### src/rtl/adc_frontend_pkg.sv
// Shared types, constants and helpers for the ADC front-end aligner.
// Pure declarations: no state, no latency.
package adc_frontend_pkg;

    typedef enum logic [1:0] {
        CAL_IDLE,
        CAL_ACC,
        CAL_DONE
    } cal_state_t;

    localparam int PIPE_LAT = 3;

    // Clamp a wide signed value into the two's complement range of 'width' bits.
    function automatic logic signed [31:0] saturate(input logic signed [31:0] x, input int width);
        logic signed [31:0] hi;
        logic signed [31:0] lo;
        hi = (32'sd1 <<< (width - 1)) - 32'sd1;
        lo = -(32'sd1 <<< (width - 1));
        if (x > hi) begin
            return hi;
        end
        if (x < lo) begin
            return lo;
        end
        return x;
    endfunction

endpackage

### src/rtl/tag_delay_line.sv
// 1-bit shift register of depth 2**DEL_BITS with a runtime-selected tap.
// tag_out is combinational from the line (tap 0 = tag_in delayed one cycle); no backpressure.
module tag_delay_line #(
    parameter int DEL_BITS = 8
) (
    input  logic                clk,
    input  logic                rst,
    input  logic                tag_in,
    input  logic [DEL_BITS-1:0] tap_sel,
    output logic                tag_out
);
    localparam int DEPTH = 2 ** DEL_BITS;

    logic [DEPTH-1:0] line_q;
    logic [DEPTH-1:0] line_d;

    always_comb begin
        line_d = {line_q[DEPTH-2:0], tag_in};
    end

    always_ff @(posedge clk) begin
        if (rst) begin
            line_q <= '0;
        end else begin
            line_q <= line_d;
        end
    end

    assign tag_out = line_q[tap_sel];

endmodule

### src/rtl/adc_frontend_aligner.sv
// Per-channel ADC conditioning: offset removal with saturation, boxcar mean, run-tag re-timing, baseline calibration.
// Fixed 3-cycle sample latency, val_valid delayed a further del_cfg cycles; free-running, no backpressure.
module adc_frontend_aligner
    import adc_frontend_pkg::*;
#(
    parameter int NUM_BITS = 16,
    parameter int DEL_BITS = 8,
    parameter int AVG_LOG  = 2,
    parameter int CAL_LOG  = 8
) (
    input  logic                       clk,
    input  logic                       rst,
    input  logic signed [NUM_BITS-1:0] adc_tdata,
    input  logic                       adc_tvalid,
    input  logic                       run,
    input  logic        [DEL_BITS-1:0] del_cfg,
    input  logic                       avg_en,
    input  logic                       cal_trig,
    input  logic                       sat_clr,
    output logic signed [NUM_BITS-1:0] val_out,
    output logic                       val_valid,
    output logic signed [NUM_BITS-1:0] offset,
    output logic                       cal_busy,
    output logic                       cal_done,
    output logic        [15:0]         sat_count
);
    localparam int SUM_W  = NUM_BITS + AVG_LOG;
    localparam int ACC_W  = NUM_BITS + CAL_LOG;
    localparam int HIST_N = 2 ** AVG_LOG;

    logic signed [NUM_BITS-1:0]          s1_q, s1_d;
    logic                                s1_vld_q, s1_vld_d;
    logic signed [NUM_BITS-1:0]          corr_q, corr_d;
    logic [HIST_N-1:0][NUM_BITS-1:0]     hist_q, hist_d;
    logic signed [SUM_W-1:0]             sum_q, sum_d;
    logic signed [NUM_BITS-1:0]          val_out_q, val_out_d;
    logic [PIPE_LAT-2:0]                 tag_pipe_q, tag_pipe_d;
    logic                                tag_tap;
    logic [15:0]                         sat_count_q, sat_count_d;
    logic signed [31:0]                  diff_w;
    logic signed [31:0]                  sat_w;
    logic                                sat_hit;

    cal_state_t                          state_q, state_d;
    logic signed [ACC_W-1:0]             acc_q, acc_d;
    logic [CAL_LOG-1:0]                  cnt_q, cnt_d;
    logic signed [NUM_BITS-1:0]          offset_q, offset_d;
    logic                                cal_trig_q;
    logic                                cal_busy_q, cal_busy_d;
    logic                                cal_done_q, cal_done_d;

    // The run line contributes the first of the PIPE_LAT stages; tag_pipe supplies the rest.
    tag_delay_line #(
        .DEL_BITS (DEL_BITS)
    ) u_tag_line (
        .clk     (clk),
        .rst     (rst),
        .tag_in  (run),
        .tap_sel (del_cfg),
        .tag_out (tag_tap)
    );

    always_comb begin
        s1_d     = adc_tvalid ? adc_tdata : '0;
        s1_vld_d = adc_tvalid;

        diff_w  = 32'(s1_q) - 32'(offset_q);
        sat_w   = saturate(diff_w, NUM_BITS);
        sat_hit = (sat_w != diff_w);
        corr_d  = sat_w[NUM_BITS-1:0];

        // History tracks corr regardless of avg_en so toggling it never shows a stale window.
        hist_d = {hist_q[HIST_N-2:0], corr_d};
        sum_d  = sum_q + SUM_W'(corr_d) - SUM_W'($signed(hist_q[HIST_N-1]));

        val_out_d  = avg_en ? sum_q[SUM_W-1:AVG_LOG] : corr_q;
        tag_pipe_d = {tag_pipe_q[PIPE_LAT-3:0], tag_tap};

        sat_count_d = sat_count_q;
        if (sat_clr) begin
            sat_count_d = '0;
        end else if (sat_hit && (sat_count_q != 16'hFFFF)) begin
            sat_count_d = sat_count_q + 16'd1;
        end
    end

    always_comb begin
        state_d    = state_q;
        acc_d      = acc_q;
        cnt_d      = cnt_q;
        offset_d   = offset_q;
        cal_done_d = 1'b0;
        case (state_q)
            CAL_IDLE: begin
                if (cal_trig && !cal_trig_q && !run) begin
                    state_d = CAL_ACC;
                    acc_d   = '0;
                    cnt_d   = '0;
                end
            end
            CAL_ACC: begin
                if (run) begin
                    state_d = CAL_IDLE;
                end else if (s1_vld_q) begin
                    acc_d = acc_q + ACC_W'(s1_q);
                    cnt_d = cnt_q + CAL_LOG'(1);
                    if (&cnt_q) begin
                        state_d = CAL_DONE;
                    end
                end
            end
            CAL_DONE: begin
                offset_d   = acc_q[ACC_W-1:CAL_LOG];
                cal_done_d = 1'b1;
                state_d    = CAL_IDLE;
            end
            default: begin
                state_d = CAL_IDLE;
            end
        endcase
        cal_busy_d = (state_d == CAL_ACC);
    end

    always_ff @(posedge clk) begin
        if (rst) begin
            s1_q        <= '0;
            s1_vld_q    <= 1'b0;
            corr_q      <= '0;
            hist_q      <= '0;
            sum_q       <= '0;
            val_out_q   <= '0;
            tag_pipe_q  <= '0;
            sat_count_q <= '0;
        end else begin
            s1_q        <= s1_d;
            s1_vld_q    <= s1_vld_d;
            corr_q      <= corr_d;
            hist_q      <= hist_d;
            sum_q       <= sum_d;
            val_out_q   <= val_out_d;
            tag_pipe_q  <= tag_pipe_d;
            sat_count_q <= sat_count_d;
        end
    end

    always_ff @(posedge clk) begin
        if (rst) begin
            state_q    <= CAL_IDLE;
            acc_q      <= '0;
            cnt_q      <= '0;
            offset_q   <= '0;
            cal_trig_q <= 1'b0;
            cal_busy_q <= 1'b0;
            cal_done_q <= 1'b0;
        end else begin
            state_q    <= state_d;
            acc_q      <= acc_d;
            cnt_q      <= cnt_d;
            offset_q   <= offset_d;
            cal_trig_q <= cal_trig;
            cal_busy_q <= cal_busy_d;
            cal_done_q <= cal_done_d;
        end
    end

    assign val_out   = val_out_q;
    assign val_valid = tag_pipe_q[PIPE_LAT-2];
    assign offset    = offset_q;
    assign cal_busy  = cal_busy_q;
    assign cal_done  = cal_done_q;
    assign sat_count = sat_count_q;

endmodule

### config.mk
export PLATFORM = sky130hd
export DESIGN_NAME = adc_frontend_aligner
export DESIGN_NICKNAME = d
export VERILOG_FILES = /design/src/rtl/adc_frontend_pkg.sv /design/src/rtl/tag_delay_line.sv /design/src/rtl/adc_frontend_aligner.sv
export SDC_FILE = /design/constraint.sdc
export NUM_CORES = 1
export LEC_CHECK = 0
export ABC_AREA = 1
export CAP_MARGIN = 15
export CORE_MARGIN = 8
export CORE_UTILIZATION = 24
export DETAILED_ROUTE_END_ITERATION = 7
export GPL_TIMING_DRIVEN = 0
export SLEW_MARGIN = 40
export SYNTH_ARGS = -nofsm -noshare
export SYNTH_HDL_FRONTEND = slang
export SYNTH_HIERARCHICAL = 1
export SYNTH_SLANG_ARGS = --single-unit
### constraint.sdc
create_clock -name clk -period 9.4 [get_ports clk]
set_input_delay 1.88 -clock clk [delete_from_list [all_inputs] [get_ports clk]]
set_output_delay 1.88 -clock clk [all_outputs]
set_load 0.05 [all_outputs]
==> qor.csv <==
metric,value,unit
status,finished clean,
GRT overflow,0,
"Distinct cells, synth",39,
GPL Wtd Cong,0.893,
Syn Area/Cell,7.26,sq um
Cell Int Power,0.00356,W
Cells after Synth,2673,
Final min period,4540,ps
hold path start,hist_d[54],
setup tns final,0,ps
MaxCap Viol Count,0,
Post CTS Setup Buffer Count,0,
most frequent cell after synthesis,inv_1,
first-pass iteration count of the detailed router,5,
row count,104,
CP endpoint kind,register,
Root Buffer Master,clkbuf_16,
met1 WL,25400,microns
Post-CTS Hold Fix Bufs,0,
first-pass GRT wire length,86800,microns
DRC Markers,0,
IO Port Bufs,77,
Min Hold Slack,399,ps
DRT Wirelength,54900,microns
Vias,16600,
Detail Route Antenna Nets,0,
post-synthesis sequential area ratio,0.456,
r2r setup slk,4860,ps
Max Clk Rate,220,MHz
P&R area growth vs syn,20.2,%
Combinational Power Share,0.213,
Final Max Slew Viols,0,
DRT iter0 DRCs,1077,
io pins,82,
Async SR Flop Fraction,0,
Die Width,300,microns
TritonCTS clock tree,done,
DR WL/cell,14.1,microns
Clock Skew,29.6,ps
clk_lat worst skew,610,ps
P_sw,0.00160,W
min-delay worst type,register to register,
"critical path fanouts, max",10,
Max-slew headroom,0.383,
CORE AREA,0.0803,sq mm
metal3 WL,3480,microns
unrepaired setup endpoints after global routing,false,
antenna violations before repair,0,
CP startpoint kind,register,
metal2 WL,24400,microns
vias in the first global route,16000,
largest area contributor in the netlist,dfxtp_1,
worst path arrival time,5010,ps
Worst Hold Depth,2,
post-CTS resize count,0,
DR top layer,met4,
"critical path, cell by cell","ha_1, nand2_2, inv_1, nand2_1, nand2_1, a21oi_2, nand2_2, nand2_2, nand2_4, nand2_4, inv_2, buf_6, a21oi_2, fa_1, inv_1, ha_1, a21oi_1, nand2_1, a21oi_1, o21ai_0, a21o_1, o21ai_0, a21oi_1",
Sw Share,0.310,
Setup-failing EPs final,0,
Post-synth EDFFs,0,
gr usage total,0.119,
Die H,300,microns
Seq pwr share,0.382,
detailed placement HPWL,39000,microns
Pwr Total,0.00516,W
#FFs+latches synth,442,
Final Hold Fails,0,
Filler cells,8656,
r2r startpoint,s1_q[15],
ratio of cells with drive above 1 in the final layout,0.0654,
largest net degree at the start of global routing,16,
largest cells by area after synthesis,"dfxtp_1 46%, inv_1 9.5%, nand2_1 8.3%",
Synth Cell Area,0.0194,sq mm
Worst-path clk slew,60,ps
Peak VDD IR,0.000138,V
Setup CP Type,register to register,
Initial Util,0.242,
TritonCTS Buffers,50,
final worst-path cycle share,0.483,
Worst EP required,9870,ps
CP peak stage delay,660,ps
slowest CP cell,dfxtp_1,
prevailing post-synth register cell,dfxtp_1,
Reg2Reg Capture Point,sum_q[13],
Worst-Margin Slew,926,ps
clock power share,0.404,
clock sink count,442,
Max clock buf depth,3,
nets,2911,
Post-synth top cells,"490 x inv_1, 442 x dfxtp_1, 431 x nand2_1",
PwrDens,221,mW/mm^2
Hold Path Sink,hist_q[54],
final core utilization,0.291,
die area,0.0902,sq mm
Via-to-Cell Ratio,4.25,
synth warn,6,
leakage power,9.31,nW
H-tree depth,2,
area share of the leading cell type in the synthesized netlist,0.456,
reg2reg path depth,23,
Syn Nets,2782,
[critical path: cells and delay by family (launching register included)]
kind | cells | cell delay (ps)
flops | 1 | 660
buf+inv | 4 | 330
simple gates | 8 | 730
fa+ha+maj | 3 | 1190
compound gates | 8 | 1490
[state kept, by name, indices dropped and copies added, names as in the netlist]
signal,count
hist_d,48
sat_count,16
s1_q,16
state_q,2
cal_busy,1
tag_pipe_q,2
cal_done,1
u_tag_line/line_q,256
sum_q,18
cal_trig_q,1
acc_q,24
offset,16
val_out,16
hist_q,16
cnt_q,8
s1_vld_q,1
[logic make-up (layout without fill, tap and decap cells)]
kind of cell	count (synthesis)	in the layout	share of synthesized area
XOR/XNOR	30	30	0.0135
other	0	1	0
flip-flops	442	442	0.456
adder cells (fa/ha/maj)	78	78	0.0576
AO/OA/AOI/OAI	314	314	0.0873
buffers and inverters	607	778	0.122
AND/OR/NAND/NOR	1202	1202	0.264
[layout by cell type, fill, tap and decap left out, types with 14 or more instances in the layout]
cell type / n
inv_1: 490
dfxtp_1: 442
nand2_1: 431
nor2_1: 402
nand3_1: 295
a21oi_1: 173
o21ai_0: 100
clkdlybuf4s50_1: 77
clkbuf_1: 75
ha_1: 59
clkbuf_16: 50
a21oi_2: 22
nand2_2: 22
xor2_1: 22
buf_2: 22
fa_1: 19
clkbuf_8: 16
nand4_1: 14
[worst max path at each step]
stage	start	endpoint	slack [ps]
detailed placement	s1_q[0]	sum_q[16]	4870
global placement	del_cfg[0]	tag_pipe_q[0]	4770
floorplan	offset[0]	sum_q[13]	5260
finish	s1_q[15]	sum_q[13]	4860
CTS	s1_q[0]	sum_q[16]	4870
global route	s1_q[15]	sum_q[14]	4390
[final cells by class]
type | instances | area [sq um] | share of cell area
Clock inverter | 25 | 328 | 0.0141
Multi-Input combinational cell | 1624 | 8200 | 0.352
Inverter | 494 | 1850 | 0.0795
Buffer | 113 | 512 | 0.0219
Clock buffer | 69 | 1480 | 0.0636
Sequential cell | 442 | 8850 | 0.379
Timing Repair Buffer | 77 | 771 | 0.0330
Tap cell | 1060 | 1330 | 0.0569
Antenna cell | 1 | 2.50 | 0.000107
[stage by stage]
stage                     std cells  instance area, sq um  setup WS [ps]
after global routing           3904                 23300           4390
after global placement         3810                 21500           4770
after floorplan                2673                 19400           5260
after CTS                      3904                 23300           4870
final                          3905                 23300           4860
after detailed placement       3810                 21500           4870
[power groups by stage]
stage	clock network (W)	logic, W	registers [W]
after CTS	0.00216	0.00111	0.00197
after global placement	0	0.00109	0.00202
final	0.00209	0.00110	0.00197
after floorplan	0	0.000784	0.00204
after global routing	0.00223	0.00127	0.00198
after detailed placement	0	0.00110	0.00202
[routing by layer]
metal	GRT usage	vias to the layer above
met4	0.0439	0
met3	0.0214	95
met5	0	-
li1	-	8505
met2	0.193	389
met1	0.157	7616
Note: power is estimated with default switching activity, not from simulation.
